$ cat config.mk
export PLATFORM = sky130hd
export DESIGN_NAME = change_event_fifo_flat
export DESIGN_NICKNAME = d
export VERILOG_FILES = /design/src/rtl/change_event_fifo_pkg.sv /design/src/rtl/change_event_fifo_if.sv /design/src/rtl/change_event_fifo_sync_fifo.sv /design/src/rtl/change_event_fifo.sv /design/src/flat_wrapper.sv
export SDC_FILE = /design/constraint.sdc
export NUM_CORES = 1
export LEC_CHECK = 0
export CAP_MARGIN = 5
export CORE_UTILIZATION = 40
export CTS_CLUSTER_SIZE = 40
export DETAILED_ROUTE_END_ITERATION = 7
export PLACE_DENSITY = 0.56
export SYNTH_ARGS = -nofsm -noshare
export SYNTH_HDL_FRONTEND = slang
export SYNTH_SLANG_ARGS = --single-unit
$ cat constraint.sdc
create_clock -name clk -period 6.05 [get_ports clk]
set_input_delay 0.605 -clock clk [delete_from_list [all_inputs] [get_ports clk]]
set_output_delay 0.605 -clock clk [all_outputs]
set_load 0.005 [all_outputs]
$ cat src/rtl/change_event_fifo_pkg.sv
// Shared types and default sizing for the change-event capture path.
// The event record packs the observed value above its cycle timestamp.
package monitor_pkg;

    localparam int DEF_WIDTH     = 32;
    localparam int DEF_TS_WIDTH  = 32;
    localparam int DEF_DEPTH     = 8;
    localparam int DEF_CNT_WIDTH = 16;

    typedef struct packed {
        logic [DEF_WIDTH-1:0]    value;
        logic [DEF_TS_WIDTH-1:0] timestamp;
    } change_event_t;

endpackage

$ cat src/rtl/change_event_fifo_if.sv
// Valid/ready drain port between the event FIFO (master) and the collector (slave).
interface change_event_if
    import monitor_pkg::*;
#(
    parameter int WIDTH    = DEF_WIDTH,
    parameter int TS_WIDTH = DEF_TS_WIDTH
) ();

    logic                out_valid;
    logic                out_ready;
    logic [WIDTH-1:0]    out_value;
    logic [TS_WIDTH-1:0] out_timestamp;

    modport master (output out_valid, output out_value, output out_timestamp, input out_ready);
    modport slave  (input out_valid, input out_value, input out_timestamp, output out_ready);

endinterface

$ cat src/rtl/change_event_fifo_sync_fifo.sv
// First-word-fall-through FIFO with an extra pointer wrap bit for full/empty.
// The head word is kept in a register so it reads 0 after reset and holds when empty.
module sync_fifo
    import monitor_pkg::*;
#(
    parameter int DATA_WIDTH = DEF_WIDTH + DEF_TS_WIDTH,
    parameter int DEPTH      = DEF_DEPTH
) (
    input  logic                      clk,
    input  logic                      rst,
    input  logic                      i_push,
    input  logic [DATA_WIDTH-1:0]     i_wr_data,
    input  logic                      i_pop,
    output logic [DATA_WIDTH-1:0]     o_rd_data,
    output logic                      o_full,
    output logic                      o_empty,
    output logic [$clog2(DEPTH):0]    o_level
);

    localparam int AW = $clog2(DEPTH);

    logic [DATA_WIDTH-1:0] r_mem [DEPTH];
    logic [AW:0]           r_wr_ptr;
    logic [AW:0]           r_rd_ptr;
    logic [DATA_WIDTH-1:0] r_rd_data;

    logic                  w_push;
    logic                  w_pop;
    logic [AW:0]           w_wr_ptr_next;
    logic [AW:0]           w_rd_ptr_next;

    assign o_empty = (r_rd_ptr == r_wr_ptr);
    assign o_full  = (r_wr_ptr[AW] != r_rd_ptr[AW]) && (r_wr_ptr[AW-1:0] == r_rd_ptr[AW-1:0]);
    assign o_level = r_wr_ptr - r_rd_ptr;

    assign w_pop         = i_pop && !o_empty;
    assign w_push        = i_push && (!o_full || w_pop);
    assign w_wr_ptr_next = r_wr_ptr + {{AW{1'b0}}, w_push};
    assign w_rd_ptr_next = r_rd_ptr + {{AW{1'b0}}, w_pop};

    always_ff @(posedge clk) begin
        if (w_push) begin
            r_mem[r_wr_ptr[AW-1:0]] <= i_wr_data;
        end
    end

    always_ff @(posedge clk or posedge rst) begin
        if (rst) begin
            r_wr_ptr  <= '0;
            r_rd_ptr  <= '0;
            r_rd_data <= '0;
        end else begin
            r_wr_ptr <= w_wr_ptr_next;
            r_rd_ptr <= w_rd_ptr_next;
            // Next head is the word being written this edge if it lands in the head slot.
            if (w_rd_ptr_next != w_wr_ptr_next) begin
                r_rd_data <= (w_push && (w_rd_ptr_next == r_wr_ptr)) ?
                             i_wr_data : r_mem[w_rd_ptr_next[AW-1:0]];
            end
        end
    end

    assign o_rd_data = r_rd_data;

endmodule

$ cat src/rtl/change_event_fifo.sv
// Detects changes of a monitored value, timestamps them and queues them for the
// software collector; events that meet a full queue are counted and flagged.
module change_event_fifo
    import monitor_pkg::*;
#(
    parameter int WIDTH     = DEF_WIDTH,
    parameter int TS_WIDTH  = DEF_TS_WIDTH,
    parameter int DEPTH     = DEF_DEPTH,
    parameter int CNT_WIDTH = DEF_CNT_WIDTH
) (
    input  logic                     clk,
    input  logic                     rst,
    input  logic                     enable,
    input  logic [WIDTH-1:0]         sample_in,
    change_event_if.master           out_if,
    output logic [$clog2(DEPTH):0]   level,
    output logic [CNT_WIDTH-1:0]     drop_count,
    output logic                     overflow
);

    logic [TS_WIDTH-1:0]       r_ts;
    logic [WIDTH-1:0]          r_prev;
    logic                      r_primed;
    logic [CNT_WIDTH-1:0]      r_drop_count;
    logic                      r_overflow;

    logic                      w_event;
    logic                      w_pop;
    logic                      w_push;
    logic                      w_drop;
    logic                      w_full;
    logic                      w_empty;
    logic [WIDTH+TS_WIDTH-1:0] w_rd_data;

    assign w_event = enable && (!r_primed || (sample_in != r_prev));
    assign w_pop   = !w_empty && out_if.out_ready;
    assign w_push  = w_event && (!w_full || w_pop);
    assign w_drop  = w_event && w_full && !w_pop;

    always_ff @(posedge clk or posedge rst) begin
        if (rst) begin
            r_ts         <= '0;
            r_prev       <= '0;
            r_primed     <= 1'b0;
            r_drop_count <= '0;
            r_overflow   <= 1'b0;
        end else begin
            r_ts <= r_ts + 1'b1;
            // Disabling forgets the primed state so re-enabling reports the value again.
            if (enable) begin
                r_prev   <= sample_in;
                r_primed <= 1'b1;
            end else begin
                r_primed <= 1'b0;
            end
            if (w_drop) begin
                r_overflow <= 1'b1;
                if (r_drop_count != {CNT_WIDTH{1'b1}}) begin
                    r_drop_count <= r_drop_count + 1'b1;
                end
            end
        end
    end

    sync_fifo #(
        .DATA_WIDTH (WIDTH + TS_WIDTH),
        .DEPTH      (DEPTH)
    ) u_fifo (
        .clk       (clk),
        .rst       (rst),
        .i_push    (w_push),
        .i_wr_data ({sample_in, r_ts}),
        .i_pop     (w_pop),
        .o_rd_data (w_rd_data),
        .o_full    (w_full),
        .o_empty   (w_empty),
        .o_level   (level)
    );

    assign out_if.out_valid     = !w_empty;
    assign out_if.out_value     = w_rd_data[TS_WIDTH +: WIDTH];
    assign out_if.out_timestamp = w_rd_data[TS_WIDTH-1:0];
    assign drop_count           = r_drop_count;
    assign overflow             = r_overflow;

endmodule

$ cat src/flat_wrapper.sv
// flat-port wrapper written by rule: the top's interface ports become plain ports
module change_event_fifo_flat import monitor_pkg::*;
#(
    parameter int WIDTH     = DEF_WIDTH,
    parameter int TS_WIDTH  = DEF_TS_WIDTH,
    parameter int DEPTH     = DEF_DEPTH,
    parameter int CNT_WIDTH = DEF_CNT_WIDTH
)
  (clk, rst, enable, sample_in, level, drop_count, overflow, out_if_out_valid, out_if_out_value, out_if_out_timestamp, out_if_out_ready);
  change_event_if #(.WIDTH(WIDTH), .TS_WIDTH(TS_WIDTH)) out_if_i ();
  input  logic clk;
  input  logic rst;
  input  logic enable;
  input  logic [WIDTH-1:0] sample_in;
  output logic [$clog2(DEPTH):0] level;
  output logic [CNT_WIDTH-1:0] drop_count;
  output logic overflow;
  output wire logic [$bits(out_if_i.out_valid)-1:0] out_if_out_valid;
  output wire logic [$bits(out_if_i.out_value)-1:0] out_if_out_value;
  output wire logic [$bits(out_if_i.out_timestamp)-1:0] out_if_out_timestamp;
  input wire logic [$bits(out_if_i.out_ready)-1:0] out_if_out_ready;
  assign out_if_out_valid = out_if_i.out_valid;
  assign out_if_out_value = out_if_i.out_value;
  assign out_if_out_timestamp = out_if_i.out_timestamp;
  assign out_if_i.out_ready = out_if_out_ready;
  change_event_fifo #(.WIDTH(WIDTH), .TS_WIDTH(TS_WIDTH), .DEPTH(DEPTH), .CNT_WIDTH(CNT_WIDTH)) u_core (.clk(clk), .rst(rst), .enable(enable), .sample_in(sample_in), .out_if(out_if_i), .level(level), .drop_count(drop_count), .overflow(overflow));
endmodule
==> summary.md <==
| Metric | Value |
|---|---|
| Final-report hold violation count | `0` |
| Slew Viols, Final | `0` |
| Fraction of power consumed by combinational cells | `39.4%` |
| Height of the chip | `260 microns` |
| Most common cell after layout, fill and taps aside | `edfxtp_1` |
| Number of warnings issued by yosys | `0` |
| HP Class | `input pin to flip-flop` |
| Deepest level of the CTS H-tree | `3` |
| TritonCTS clock tree | `built` |
| Most common flop cell mapped by yosys | `edfxtp_1` |
| Seq/Total Area, Yosys | `72.1%` |
| Clk sinks | `666` |
| Data arrival time at the worst-slack endpoint | `4930 ps` |
| Kind of start point of the critical path | `flip-flop` |
| CP max-delay cell | `buf_12` |
| Status | `completed` |
| P_leak | `10.4 nW` |
| Destination of the worst register-to-register timing path | `u_core.u_fifo.o_rd_data[56]` |
| Unrepaired setup endpoints after global routing | `no` |
| Setup slack of the most critical reg-to-reg path | `1600 ps` |
| Antenna diodes | `0` |
| Seq pwr share | `36.4%` |
| Shortest period the worst path allows | `4450 ps` |
| Synth-to-Final Area Change | `17.4%` |
| Switching fraction of total power | `32.1%` |
| Initial cell density of the core | `40.5%` |
| Synthesized cell area | `0.0267 sq mm` |
| Clock transition at path regs | `50 ps` |
| Pin count of the biggest net entering global routing | `131` |
| Antenna viol nets, final | `0` |
| Worst-path cell chain | `inv_1 > ha_1 > nand3_1 > nand2b_1 > and2_1 > ha_4 > ha_4 > buf_12 > xnor2_1 > nand2_1 > nor4b_2 > buf_4 > nand2_1 > o31ai_1` |
| Syn_area_per_cell | `18.1 sq um` |
| Min Hold Slack | `436 ps` |
| Routability Congestion | `0.736` |
| Cell Rows | `94` |
| Final routed wire length divided by cell count | `24.7 microns` |
| Count of instances resized after the clock tree is built | `0` |
| Initial antenna violation count | `4` |
| Slew of the pin with the lowest slew margin | `1240 ps` |
| Crit path required time | `6540 ps` |
| Endpoint kind of the worst setup timing path | `flip-flop` |
| Critical path's largest stage delay | `650 ps` |
| Int Power | `11.7 mW` |
| Worst skew pair latency | `600 ps` |
| Per-cell via count in the routed design | `5.49` |
| Critical R2R Launch | `u_core.u_fifo.r_wr_ptr[0]` |
| Post-Route Skew | `32.3 ps` |
| Number of endpoints failing setup at the final stage | `0` |
| Post-route cell area | `0.0313 sq mm` |
| # IOs | `122` |
| Number of detailed-route iterations in the first pass | `5` |
| Detailed Route WL | `62600 microns` |
| Gate Count Post-Synth | `1471` |
| Vias in the first global route | `14770` |
| Detailed placement HPWL | `33300 microns` |
| Overall via count from detail_route | `13935` |
| Hold Crit Endpoint | `u_core.r_prev[30]` |
| Worst Min Path Start | `enable` |
| Fillers | `5578` |
| Top post-synthesis cells by area | `edfxtp_1, dfrtp_1, mux4_2, mux2_2, xnor2_1` |
| Share of final-layout standard cells stronger than drive strength 1 | `23.1%` |
| Number of CTS-inserted buffers | `70` |
| Total Negative Setup Slacks | `0 ps` |
| Net count after synthesis | `1517` |
| Count of cells along the worst hold path | `2` |
| Die extent in x | `260 microns` |
| Buffer count from post-CTS setup fixing | `0` |
| Grt ovf | `0` |
| Total die area | `0.0677 sq mm` |
| Share of the synthesized area in the top cell type | `57.6%` |
| Post-synthesis register bit count | `666` |
| Max Freq | `0.225 GHz` |
| Number of enable flip-flop cells after synthesis | `512` |
| Sw Pwr | `5.52 mW` |
| Remaining max-slew budget at the tightest pin | `17.6%` |
| Total global-route track usage | `18.9%` |
| Type of the setup path with the least slack | `flip-flop to flip-flop` |
| Async S/R FF share, synth | `23.1%` |
| Unique masters post-synth | `42` |
| Final layout net count | `1660` |
| DRC viols | `0` |
| Biggest area consumer among synthesized cells | `edfxtp_1` |
| Worst R2R Path Depth | `14` |
| Power per Cell Area | `548 mW/mm^2` |
| Post-route fraction of the period consumed by the critical path | `73.5%` |
| Iter 0 DRT Violations | `904` |
| Most frequent cells in the layout | `edfxtp_1, dfrtp_1, mux4_2` |
| Port Buffer Count | `121` |
| Maximum resistive drop on vdd | `0.000578 V` |
| Critical-path maximum fanout | `130` |
| Number of buffers between clock root and the deepest sink | `3` |
| Wire length of the first global-routing pass | `94600 microns` |
| Count of maximum capacitance violations | `0` |
| Number of hold buffers added after CTS | `0` |
| Share of power burned in the clock network | `24.2%` |
| Placed Instance Area | `0.0291 sq mm` |
| Area of the placeable core | `0.0659 sq mm` |
| Cell at the root of the clock tree | `clkbuf_16` |
-- worst max-delay path by stage --
stage | end | depth (start not counted) | startpoint
after floorplan | u_core.drop_count[0] | 1 | rst
after global placement | u_core.u_fifo.o_rd_data[30] | 14 | sample_in[30]
after detailed placement | u_core.u_fifo.o_rd_data[30] | 14 | sample_in[30]
after CTS | u_core.u_fifo.o_rd_data[55] | 13 | u_core.u_fifo.r_wr_ptr[0]
after global routing | u_core.u_fifo.o_rd_data[55] | 13 | u_core.u_fifo.r_wr_ptr[0]
final | u_core.u_fifo.o_rd_data[56] | 14 | u_core.u_fifo.r_wr_ptr[0]
-- cells in the mapped netlist (all sizes together) (2+ instances only) --
| library cell | n |
|---|---|
| edfxtp | 512 |
| dfrtp | 154 |
| mux4 | 128 |
| mux2 | 97 |
| nand2 | 86 |
| nor3 | 69 |
| a21oi | 65 |
| o31ai | 64 |
| xnor2 | 52 |
| buf | 43 |
| clkbuf | 41 |
| xor2 | 37 |
| nand4 | 16 |
| nand3 | 15 |
| inv | 14 |
| nor2 | 12 |
| and3 | 9 |
| and4 | 9 |
| ha | 9 |
| and2 | 8 |
| nor4 | 7 |
| nor2b | 4 |
| nand2b | 3 |
| a31oi | 2 |
| nor3b | 2 |
| nor4b | 2 |
| or3 | 2 |
-- power groups by stage --
| stage | clock network (mW) | logic (mW) | registers [mW] |
|---|---|---|---|
| floorplan | 0 | 4.68 | 6.24 |
| global placement | 0 | 6.84 | 6.32 |
| detailed placement | 0 | 6.92 | 6.34 |
| CTS | 4.26 | 6.93 | 6.26 |
| global route | 4.44 | 7.38 | 6.32 |
| finish | 4.16 | 6.77 | 6.25 |
-- metrics by stage --
step	total power, mW	util (%)	cells	setup slack [ps]
finish	17.2	47.6	2536	1600
global route	18.1	47.6	2536	1240
CTS	17.5	47.6	2536	1560
detailed placement	13.3	44.2	2406	966
global placement	13.2	44.2	2406	1030
floorplan	10.9	-	1471	1300
-- sequential cells by signal, summed over array words and instances, names as in the netlist --
register                 cells
u_core.r_ts                 32
u_core.u_fifo.o_rd_data     64
u_core.drop_count           16
u_core.overflow              1
u_core.u_fifo.r_wr_ptr       4
u_core.u_fifo.r_mem        512
u_core.r_prev               32
u_core.u_fifo.r_rd_ptr       4
u_core.r_primed              1
-- routing by layer --
layer | track usage (%) | part of all wire, % | up-vias | wire [microns]
met5 | 0 | 0.086 | - | 54
met4 | 5.72 | 2.1 | 8 | 1310
met3 | 3.46 | 5.0 | 93 | 3110
met2 | 30.4 | 48 | 310 | 30300
met1 | 26.3 | 45 | 7441 | 27900
li1 | - | - | 6083 | -
-- worst max-delay path: cells and delay by family, from the launching register on --
family | cells | cell delay [ps]
flip-flops | 1 | 580
XOR/XNOR | 1 | 190
AND/OR/NAND/NOR | 6 | 1250
buffers and inverters | 3 | 1350
adder cells (fa/ha/maj) | 3 | 810
AO/OA/AOI/OAI | 1 | 90
-- area by class of cell --
| type | count | area, sq um | share of cell area (%) |
|---|---|---|---|
| sequential | 666 | 19200 | 61.4 |
| inverter | 14 | 57.6 | 0.184 |
| tap | 864 | 1080 | 3.45 |
| clock inverter | 23 | 180 | 0.575 |
| timing repair buffer | 155 | 1560 | 4.98 |
| multi-input combinational | 707 | 7160 | 22.9 |
| clock buffer | 107 | 2060 | 6.56 |
-- cell families (layout without fill, tap and decap cells) --
logic type / after synthesis / after routing / share of synthesized area [%]
AOI/OAI and AO/OA: 136 / 136 / 3.43
DFF: 666 / 666 / 72.1
buffers and inverters: 98 / 299 / 1.53
muxes: 226 / 226 / 14.9
and+or+nand+nor: 246 / 246 / 4.61
adders and majority gates: 10 / 10 / 0.497
xor gates and xnor gates: 89 / 89 / 2.92
Note: power is estimated with default switching activity, not from simulation.
==> RTL change: new RTL, same flow settings <==
Make the reset (`rst`) synchronous in 2 clocked blocks.
--- a/src/rtl/change_event_fifo_sync_fifo.sv
+++ b/src/rtl/change_event_fifo_sync_fifo.sv
@@ -46,3 +46,3 @@
 
-    always_ff @(posedge clk or posedge rst) begin
+    always_ff @(posedge clk) begin
         if (rst) begin
--- a/src/rtl/change_event_fifo.sv
+++ b/src/rtl/change_event_fifo.sv
@@ -39,3 +39,3 @@
 
-    always_ff @(posedge clk or posedge rst) begin
+    always_ff @(posedge clk) begin
         if (rst) begin
Check against the original RTL: differs if rst is asserted again (counterexample within 4 cycles, from zero or initial values and one cycle with rst high); with rst held inactive, the same outputs for 4 cycles.
==> RTL change against the original RTL <==
Non-clock buffer count increased by 6. Routed wire length is 2.2% lower. Synthesized area is 1.6% lower. Critical path type is now in2reg. Die area decreased by 1.6%. Clock skew down 9.9 ps. Sequential cell count unchanged. Setup slack worse by 190 ps. Critical endpoint is now u_core.u_fifo.o_rd_data[43]. Final area fell by 1.5%.
Power is not compared: it rests on default switching activity, and its combinational part moved more than twofold at a synthesized area within 25%.
==> RTL change: results (changes against the original RTL) <==
[run_status]
status=complete, no violations

[layout]
drive_above_1_share_pct=17.1  ; -6.0 points
layout.nets=1708  ; +2.9%
n_fill_cell=5501  ; -1.4%

[critical_path]
reg2reg_from=u_core.r_prev[31]
r2r_slack_ps=1660  ; +60 ps
cp_max_fo=48  ; -63%
critPathArrivalTime_ps=5170  ; +240 ps
cp_slowest_cell=clkdlybuf4s50_1
endpoint=u_core.u_fifo.o_rd_data[43]
critPathLaunch=sample_in[25]
critPathMaxStageDelay_ps=540  ; -110 ps
r2r_cells=14  ; unchanged

[cts]
clockBufferDepth=3  ; unchanged
cts_made_buffers=72  ; +2.9%

[timing]
layout_setup_ws_ps=1420  ; -188 ps
fin_skew_ps=22.4  ; -9.90 ps

[logic_synthesis]
synth_area_leaders=edfxtp_1 59%, dfxtp_1 12%, mux4_2 11%
synth_compound_area_share_pct=4.37  ; +0.94 points
yosys.area_share.adder_pct=0.505  ; +0.0080 points
synthDistinctLibCells=40  ; -4.8%
ys_seq_area_share_pct=70.3  ; -1.8 points
syn_inst=1532  ; +4.1%
synth_nets=1578  ; +4.0%
synth_xor_area_share_pct=2.50  ; -0.42 points

[global_route]
use_met1_pct=24.9  ; -1.4 points
use_met3_pct=3.02  ; -0.43 points
grt_pass1_vias=14725  ; -0.30%
grt.total_usage_pct=18.5  ; -0.38 points
antenna_found_initial=2  ; -2
grt_use_met2_pct=30.9  ; +0.55 points
grt_max_degree=129  ; -1.5%

[min_path]
hp-class=reg2reg
hp-start=u_core.u_fifo.o_rd_data[57]
holdPathStages=1  ; -1

[route]
wl_per_cell_um=23.8  ; -3.7%
drt_iter0_markers=1087  ; +20%
vias_per_cell=5.50  ; +0.13%
wl_um=61300  ; -2.2%

[placement]
dp_slack_ps=814  ; -152 ps
routabilityCongestion=0.710  ; -3.5%
dp.cells=2443  ; +1.5%
placed_area_sq_um=28600  ; -1.8%

==> RTL change: cell types whose count changed after synthesis, sizes merged, moves of 15 or more <==
cell	unedited run	this run
dfxtp	0	154
o21ai	1	67
nand3	15	30
clkbuf	41	69
a21oi	65	13
nor3	69	11
o31ai	64	8
mux2i	1	97
mux2	97	5
dfrtp	154	0
a32o	0	64
nand2	86	18
nor2	12	79
or3	2	67
==> RTL change: per-layer routing <==
| layer | share of wire (%) | vias up |
|---|---|---|
| met5 | 0.046 | - |
| li1 | - | 6382 |
| met1 | 45 | 7414 |
| met2 | 49 | 298 |
| met4 | 1.9 | 4 |
| met3 | 4.5 | 81 |
==> RTL change: worst min path at each step <==
| stage | to | slack, ps |
|---|---|---|
| 2_1_floorplan | u_core.overflow | 460 |
| 4_1_cts | u_core.r_prev[26] | 440 |
| 3_5_place_dp | u_core.u_fifo.o_rd_data[50] | 450 |
| 5_1_grt | u_core.r_prev[22] | 470 |
| 6_report | u_core.u_fifo.o_rd_data[57] | 460 |
| 3_3_place_gp | u_core.u_fifo.o_rd_data[50] | 450 |
==> RTL change: worst register-to-register path: stages (launching register included) <==
cell     delay [ps]
dfxtp_1         320
xnor2_1         470
nand4_1         140
nor4_1          450
nand3_1         420
nand2_1         360
inv_1            90
ha_1            210
ha_1            190
xnor2_1         150
xor2_1          190
nand4_1         190
nor2b_4         530
buf_12          370
a32o_1          260
==> RTL change: area by class of cell <==
type / instances / area [sq um] / share of cell area, %
clock inverters: 26 / 256 / 0.831
repair buffers: 161 / 1550 / 5.03
flip-flops and latches: 666 / 18500 / 59.8
multi-input cells: 751 / 7440 / 24.1
inverters: 10 / 37.5 / 0.122
clock buffers: 108 / 2050 / 6.64
well taps: 855 / 1070 / 3.47
